`src/rtl/uart_response_tx.sv`:
```
// rtl/uart_response_tx.sv - serialises completed bus reads as ASCII "Dhhhh\r\n" on a UART tx pin
//
// Ports:
//   clk     in   system clock
//   rst     in   synchronous active-high reset
//   data_i  in   [15:0] read data returned by the bus
//   rw_i    in   1 = write (ignored), 0 = read (produces a response)
//   valid_i in   bus transaction completes this cycle
//   busy_o  out  response in flight; further requests are dropped
//   tx      out  UART serial output, idle high
module uart_response_tx #(
    parameter int CLOCKS_PER_BAUD = 868
) (
    input  logic        clk,
    input  logic        rst,
    input  logic [15:0] data_i,
    input  logic        rw_i,
    input  logic        valid_i,
    output logic        busy_o,
    output logic        tx
);

    localparam int BW = (CLOCKS_PER_BAUD > 1) ? $clog2(CLOCKS_PER_BAUD) : 1;
    localparam logic [BW-1:0] BAUD_LAST = BW'(CLOCKS_PER_BAUD - 1);

    typedef enum logic [0:0] {
        IDLE = 1'b0,
        SEND = 1'b1
    } state_t;

    state_t        state;
    logic [15:0]   data;
    logic [BW-1:0] baud_cnt;
    logic [2:0]    byte_idx;
    logic [3:0]    bit_idx;
    logic [7:0]    cur_byte;

    // 0-9 -> '0'..'9', 10-15 -> 'A'..'F' ('A' - 10 = 0x37)
    function automatic logic [7:0] hex_ascii(input logic [3:0] n);
        return (n < 4'd10) ? (8'h30 + {4'd0, n}) : (8'h37 + {4'd0, n});
    endfunction

    always_comb begin
        cur_byte = 8'h0A;
        case (byte_idx)
            3'd0:    cur_byte = 8'h44;
            3'd1:    cur_byte = hex_ascii(data[15:12]);
            3'd2:    cur_byte = hex_ascii(data[11:8]);
            3'd3:    cur_byte = hex_ascii(data[7:4]);
            3'd4:    cur_byte = hex_ascii(data[3:0]);
            3'd5:    cur_byte = 8'h0D;
            default: cur_byte = 8'h0A;
        endcase
    end

    // tx is driven one cycle ahead of the bit it represents, so every
    // transition below loads the value for the bit that starts next.
    always_ff @(posedge clk) begin
        if (rst) begin
            state    <= IDLE;
            data     <= 16'h0000;
            baud_cnt <= '0;
            byte_idx <= 3'd0;
            bit_idx  <= 4'd0;
            busy_o   <= 1'b0;
            tx       <= 1'b1;
        end else begin
            case (state)
                IDLE: begin
                    tx     <= 1'b1;
                    busy_o <= 1'b0;
                    if (valid_i && !rw_i) begin
                        state    <= SEND;
                        data     <= data_i;
                        baud_cnt <= '0;
                        byte_idx <= 3'd0;
                        bit_idx  <= 4'd0;
                        busy_o   <= 1'b1;
                        tx       <= 1'b0;
                    end
                end
                SEND: begin
                    if (baud_cnt == BAUD_LAST) begin
                        baud_cnt <= '0;
                        if (bit_idx == 4'd9) begin
                            bit_idx <= 4'd0;
                            if (byte_idx == 3'd6) begin
                                state  <= IDLE;
                                busy_o <= 1'b0;
                                tx     <= 1'b1;
                            end else begin
                                byte_idx <= byte_idx + 3'd1;
                                tx       <= 1'b0;
                            end
                        end else begin
                            bit_idx <= bit_idx + 4'd1;
                            // leaving bit 8 (data MSB) enters the stop bit
                            tx <= (bit_idx == 4'd8) ? 1'b1 : cur_byte[bit_idx[2:0]];
                        end
                    end else begin
                        baud_cnt <= baud_cnt + 1'b1;
                    end
                end
                default: begin
                    state  <= IDLE;
                    busy_o <= 1'b0;
                    tx     <= 1'b1;
                end
            endcase
        end
    end

endmodule

```
`config.mk`:
```
export PLATFORM = sky130hd
export DESIGN_NAME = uart_response_tx
export DESIGN_NICKNAME = d
export VERILOG_FILES = /design/src/rtl/uart_response_tx.sv
export SDC_FILE = /design/constraint.sdc
export NUM_CORES = 1
export LEC_CHECK = 0
export BUFFER_PORTS_ARGS = -buffer_cell sky130_fd_sc_hd__buf_2
export CORE_MARGIN = 2
export CORE_UTILIZATION = 35
export CTS_CLUSTER_DIAMETER = 40
export DETAILED_ROUTE_END_ITERATION = 8
export HOLD_SLACK_MARGIN = 0.1
export PLACE_DENSITY_LB_ADDON = 0.1
export SETUP_SLACK_MARGIN = 0.1
export SYNTH_ARGS = -nofsm -noshare
export SYNTH_HDL_FRONTEND = slang
export SYNTH_SLANG_ARGS = --single-unit
```
`constraint.sdc`:
```
create_clock -name clk -period 2.65 [get_ports clk]
set_clock_uncertainty 0.2 [all_clocks]
set_input_delay 0.53 -clock clk [delete_from_list [all_inputs] [get_ports clk]]
set_output_delay 0.53 -clock clk [all_outputs]
set_load 0.02 [all_outputs]
```
Yosys cells after proc, flatten, opt, wreduce, memory -nomap -nowiden

Index checks and enable logic that the tools add are counted.

Bits in registers: 36
Bits of input ports: 20
Output and inout port bits: 2

$add $sub $neg: 11
Order comparisons: 5
Equal/unequal tests: 14
Mux-type cells: 34
Bitwise logic cells: 1
Reduce and logical (&&, ||, !) cells: 7

Operators by type and width:

| cell                  | number |
|---|---|
| $add 6x4->7 const A   | 8 |
| $pmux 7 s6            | 1 |
| $mux 7                | 4 |
| $mux 10               | 2 |
| $pmux 10 s2           | 1 |
| $lt 4x4->1 const B    | 4 |
| $mux 1                | 13 |
| $mux 3                | 4 |
| $mux 4                | 3 |
| $add 10x1->10 const B | 1 |
| $eq 10x10->1 const B  | 1 |
| $eq 3x3->1 const B    | 3 |
| $eq 4x4->1 const B    | 2 |
| $pmux 4 s2            | 1 |
| $eq 3x2->1 const B    | 2 |
| $ne 2x1->1 const B    | 3 |
| $pmux 1 s2            | 3 |
| $pmux 3 s2            | 1 |
| $add 4x1->4 const B   | 1 |
| $lt 3x4->1 const B    | 1 |
| $ne 2x2->1 const B    | 2 |
| $reduce_and 2->1      | 2 |
| $reduce_and 4->1      | 1 |
| $add 3x1->3 const B   | 1 |
| 7 further kinds       | 7 |

Depth between registers and ports, before layout

Depth in word-level cells: 9
Depth in mapped cells: 9

Least setup slack after synthesis

OpenSTA, ideal clock, no wires.

Kind: reg2reg
From: register byte_idx[0]
To: register tx
Setup time: 0.129 ns
Arrival time: 1.634 ns
Data required time: 2.321 ns
Slack: 0.687 ns
Cell stages (with the launch flop): 8
Buffers on the path: 0
Period minus slack after synthesis: 1.963 ns
Path through: dfxtp_1 > ha_1 > ha_1 > nand2_1 > o21ba_2 > or4b_1 > nand4_1 > a32oi_1

Cells in the longest elaborated chain, start to end: 8
Elaborated cells between the ends (all ways): 15
Classes of those cells: 6 x eq/ne; 8 x mux; 1 x reduce/logical

RTL lines:

| element                            | line | RTL |
|---|---|---|
| start: declaration                 | 34   | `logic [2:0] byte_idx;` |
| start signal: assignment           | 92   | `byte_idx <= byte_idx + 3'd1;` |
| $eq 3x3->1 (tied with other cells) | 45   | `case (byte_idx)` |
| $pmux 7 s6                         | 45   |  |
| $bmux 1 s3                         | 98   | `tx <= (bit_idx == 4'd8) ? 1'b1 : cur_byte[bit_idx[2:0]];` |
| $mux 1 (implied by the code)       | 98   |  |
| $mux 1                             | 98   |  |
| $mux 1 *                           | 85   | `if (bit_idx == 4'd9) begin` |
| $mux 1 *                           | 83   | `if (baud_cnt == BAUD_LAST) begin` |
| $pmux 1 s2 *                       | 68   | `case (state)` |
| end signal: assignment             | 98   |  |
| end: declaration                   | 20   | `output logic tx` |

Mark *: on every way between the ends. The rest lies on a longest branch, timed or not. The select of a mux whose other input is x is not followed.
A chain may end at the register's enable or synchronous reset.

Worst setup path in the final report

Ends and elaborated chain as after synthesis.

==> results.md <==
Status:
- The run finished with clean final reports.

Final layout:
- The final standard cell utilization of the core is 40.9%.
- Across the whole layout, storage elements account for 721 um^2.
- The non-filler instance count after layout is 386.
- The multi-input combinational cells in the finished layout cover a total of 1330 um^2.
- Summing all non-filler instances in the final layout gives an area of 2440 um^2.
- The number of nets in the final layout is 340.
- The fraction of final layout cells with drive strength greater than 1 is 12.9%.
- Relative to the synthesized area, the layout overhead comes to 12.7%.
- The number of antenna cells inserted is 0.
- The filler cells instantiated in the layout total 630.

Place:
- The cell count after placement is 378.
- The final HPWL from detailed placement is around 3900 um.
- The count of buffers from port buffering is 21.
- The congestion estimate from routability-driven global placement came to 0.887.
- After detailed placement, the total cell area comes to 2340 um^2.

Job:
- Max-cap violations in this run came to 0.

CTS:
- The later pin in the worst-skew pair is clocked with a latency of 0.28 ns.
- In this run the clock root is driven by a sky130_fd_sc_hd__clkbuf_8.
- TritonCTS built the clock tree.
- After clock tree synthesis, the flow added hold-fix buffers numbering 0.
- The number of gates resized after CTS was 0.
- The clock-pin slew on the worst setup and hold paths is 0.08 ns.
- The clock passes through at most 2 buffers.
- Once the clock tree was built, the setup fixing pass inserted 0 buffers.
- TritonCTS created 5 clock buffers.
- The clock sink count is 36.
- The maximum level of the CTS H-tree is 2.

Synth:
- The count of mapped cells out of synthesis is 290.
- The flop and latch count out of synthesis is 36.
- For this run, the number of Yosys warnings is 0.
- After synthesis, flip-flops and latches occupy 33.3% of the total area.
- The count of distinct cell types in the synthesized netlist is 50.
- The most used flip-flop cell after synthesis is sky130_fd_sc_hd__dfxtp_1.
- After synthesis, the share of flip-flops with an asynchronous set or reset is 0%.
- The synthesized design contains 0 enable-type register cells.
- The total nets after synthesis is 320.
- After synthesis, the mean cell area works out to 7.46 um^2.
- The synthesized area is 2160 um^2.

Critical path:
- STA classifies the critical path endpoint as a flip-flop.
- The startpoint kind of the worst setup timing path is a flip-flop.
- The signal arrival time at the worst endpoint is 2.19 ns.
- The critical path class is flip-flop to flip-flop.
- For the worst setup path, the data required time is 2.61 ns.
- Of all nets on the critical path, the largest fanout is 5.

Timing:
- In this run the tightest slew margin relative to its limit is 54.5%.
- The transition at the pin with the smallest max-transition slack is 0.681 ns.
- The number of failing setup endpoints in the final timing report is 0.
- The final period utilization is between 80 and 90%.
- The setup TNS after final layout is 0 ns.
- Setup repair after global routing left no endpoint under its margin.
- The total count of max-transition violations in the final report is 0.
- For the finished layout, the period the worst path requires is 2.23 ns.
- The final-report hold violation count is 0.
- Timing would allow up to 448 MHz.

GRT:
- The initial antenna violation count is 0.
- The first-pass GRT wire length is 9120 um.
- Entering global routing, the biggest net connects 20 pins.
- The number of global-route vias before repair came to roughly 1900.
- Global routing consumed, over all layers together, 17.4% of the routing resources.
- Summed over all layers, the global routing overflow is 0.

Detailed routing:
- The first detailed-routing pass ran for 4 iterations.
- The detailed router placed 2041 vias in this run.
- The number of design rule violations left after detail routing is 0.
- In this run, the number of DRC markers left after iteration 0 of detailed routing was roughly 140.
- The average wire per cell in the routed design is 13.8 um.
- The count of nets left with antenna violations once routing finished came out at 0.
- The final layout contains routed wiring with a total length of 5350 um.
- After detailed routing, the number of vias per cell comes to 5.29.

Power and ir drop:
- Internal power comes to 815 uW.
- The share of total power dissipated in combinational logic is 10.7%.
- The static leakage is 0.837 nW.
- Net switching is 26.6% of the power.
- The net switching power figure is 296 uW.
- The power density over the cells is about 460 nW/um^2.
- In this run, the clock network consumes 37.2% of the power.
- The relative contribution of sequential cells to total power is 52.1%.
- The power consumption is between 1 and 1.5 mW.
- The worst-case IR drop observed on VDD is 307 uV.

Floorplanning:
- The die covers between 6000 and 7000 um^2.
- The initial utilization of the core area, before any placement, comes to 36.3%.
- The die height is a little over 80 um.
- During I/O placement, the number of pins put on the boundary was 22.
- The die is 82.6 um wide.
- The core region is approximately 6000 um^2.
- The row count is 28.

Hold path:
- The path class of the tightest hold or removal check is flip-flop to flip-flop.
cell families (layout without fill, tap and decap cells):
kind of cell | after synthesis | after routing | share of synthesized area [%]
buffers and inverters | 28 | 49 | 5.03
flip-flops | 36 | 36 | 33.3
multiplexers | 1 | 1 | 0.463
adder cells (fa/ha/maj) | 10 | 10 | 5.78
XOR/XNOR | 7 | 7 | 2.83
AND/OR/NAND/NOR | 124 | 124 | 28.4
AO/OA/AOI/OAI | 84 | 84 | 24.2
worst max-delay path, cell delays in order, from the launching register on:
cell and delay (ns):
sky130_fd_sc_hd__dfxtp_1 0.35, sky130_fd_sc_hd__inv_1 0.10, sky130_fd_sc_hd__ha_1 0.26, sky130_fd_sc_hd__nor2b_1 0.31, sky130_fd_sc_hd__nor4_1 0.10, sky130_fd_sc_hd__a311oi_1 0.30, sky130_fd_sc_hd__nand4_1 0.18, sky130_fd_sc_hd__a31oi_1 0.20
sky130_fd_sc_hd__a32oi_1 0.11
cell usage after synthesis, drive strengths merged, types with 3 or more instances:
| library cell | instances | area share [%] |
|---|---|---|
| nand2 | 54 | 9.4 |
| dfxtp | 36 | 33 |
| a21oi | 34 | 8.0 |
| o21ai | 21 | 4.9 |
| nor2 | 19 | 3.3 |
| inv | 16 | 2.8 |
| ha | 10 | 5.8 |
| nor2b | 10 | 2.9 |
| clkbuf | 9 | 1.6 |
| nand3 | 9 | 2.3 |
| nor3 | 6 | 1.4 |
| nor3b | 6 | 2.8 |
| xnor2 | 5 | 2.0 |
| and3 | 4 | 1.2 |
| nand4 | 4 | 1.2 |
| a311oi | 3 | 1.2 |
| a31oi | 3 | 0.87 |
| buf | 3 | 0.69 |
| o211ai | 3 | 1.0 |
| or3 | 3 | 0.87 |
layout make-up:
cell class	count	area share, %
multi-input cells	226	54.7
flip-flops and latches	36	29.6
repair buffers	25	5.54
well taps	75	3.85
clock buffers	7	3.54
inverters	16	2.46
clock inverters	1	0.308
power by group through the flow:
stage	clock, mW	sequential [mW]	combinational, mW
2_1_floorplan	0	0.586	0.0805
5_1_grt	0.455	0.582	0.136
3_3_place_gp	0	0.592	0.119
4_1_cts	0.435	0.579	0.119
6_report	0.414	0.579	0.118
3_5_place_dp	0	0.592	0.119
state kept, by name (all words and copies together) (netlist names):
register and count:
byte_idx 3, tx 1, busy_o 1, baud_cnt 10, data 16, state 1
bit_idx 4
metrics by stage:
step           hold WS [ns]  worst slack, ns
2_1_floorplan         0.236            0.687
3_3_place_gp          0.246            0.468
3_5_place_dp          0.253            0.519
4_1_cts               0.261            0.492
5_1_grt               0.283            0.342
6_report              0.262            0.416
metal layers:
layer | GRT usage (%) | vias up | routed length [um] | part of all wire, %
met5 | 0 | - | 0 | 0
met4 | 6.39 | 0 | 87 | 1.6
met3 | 4.46 | 8 | 269 | 5.0
met2 | 25.2 | 45 | 2220 | 42
met1 | 24.6 | 913 | 2770 | 52
li1 | - | 1075 | - | -
placed cells by master (no fill, tap or decap), types with 5 or more instances in the layout:
cell type,Yosys,final
sky130_fd_sc_hd__inv_1,16,16
sky130_fd_sc_hd__ha_1,10,10
sky130_fd_sc_hd__nand2_1,54,54
sky130_fd_sc_hd__nand3_1,8,8
sky130_fd_sc_hd__o21ai_0,19,19
sky130_fd_sc_hd__dfxtp_1,36,36
sky130_fd_sc_hd__nor2_1,19,19
sky130_fd_sc_hd__a21oi_1,33,33
sky130_fd_sc_hd__xnor2_1,5,5
sky130_fd_sc_hd__nor3_1,6,6
sky130_fd_sc_hd__nor2b_1,10,10
sky130_fd_sc_hd__clkbuf_8,0,6
sky130_fd_sc_hd__buf_2,3,21
worst paths after layout:
kind                            slack (ns)  endpoint         from  depth (start not counted)
worst max-delay path                  0.42        tx  byte_idx[0]                          8
worst min-delay path                  0.26   data[0]      data[0]                          2
worst max register to register        0.42        tx  byte_idx[0]                          8
worst min register to register        0.26   data[0]      data[0]                          2
Note: power is estimated with default switching activity, not from simulation.
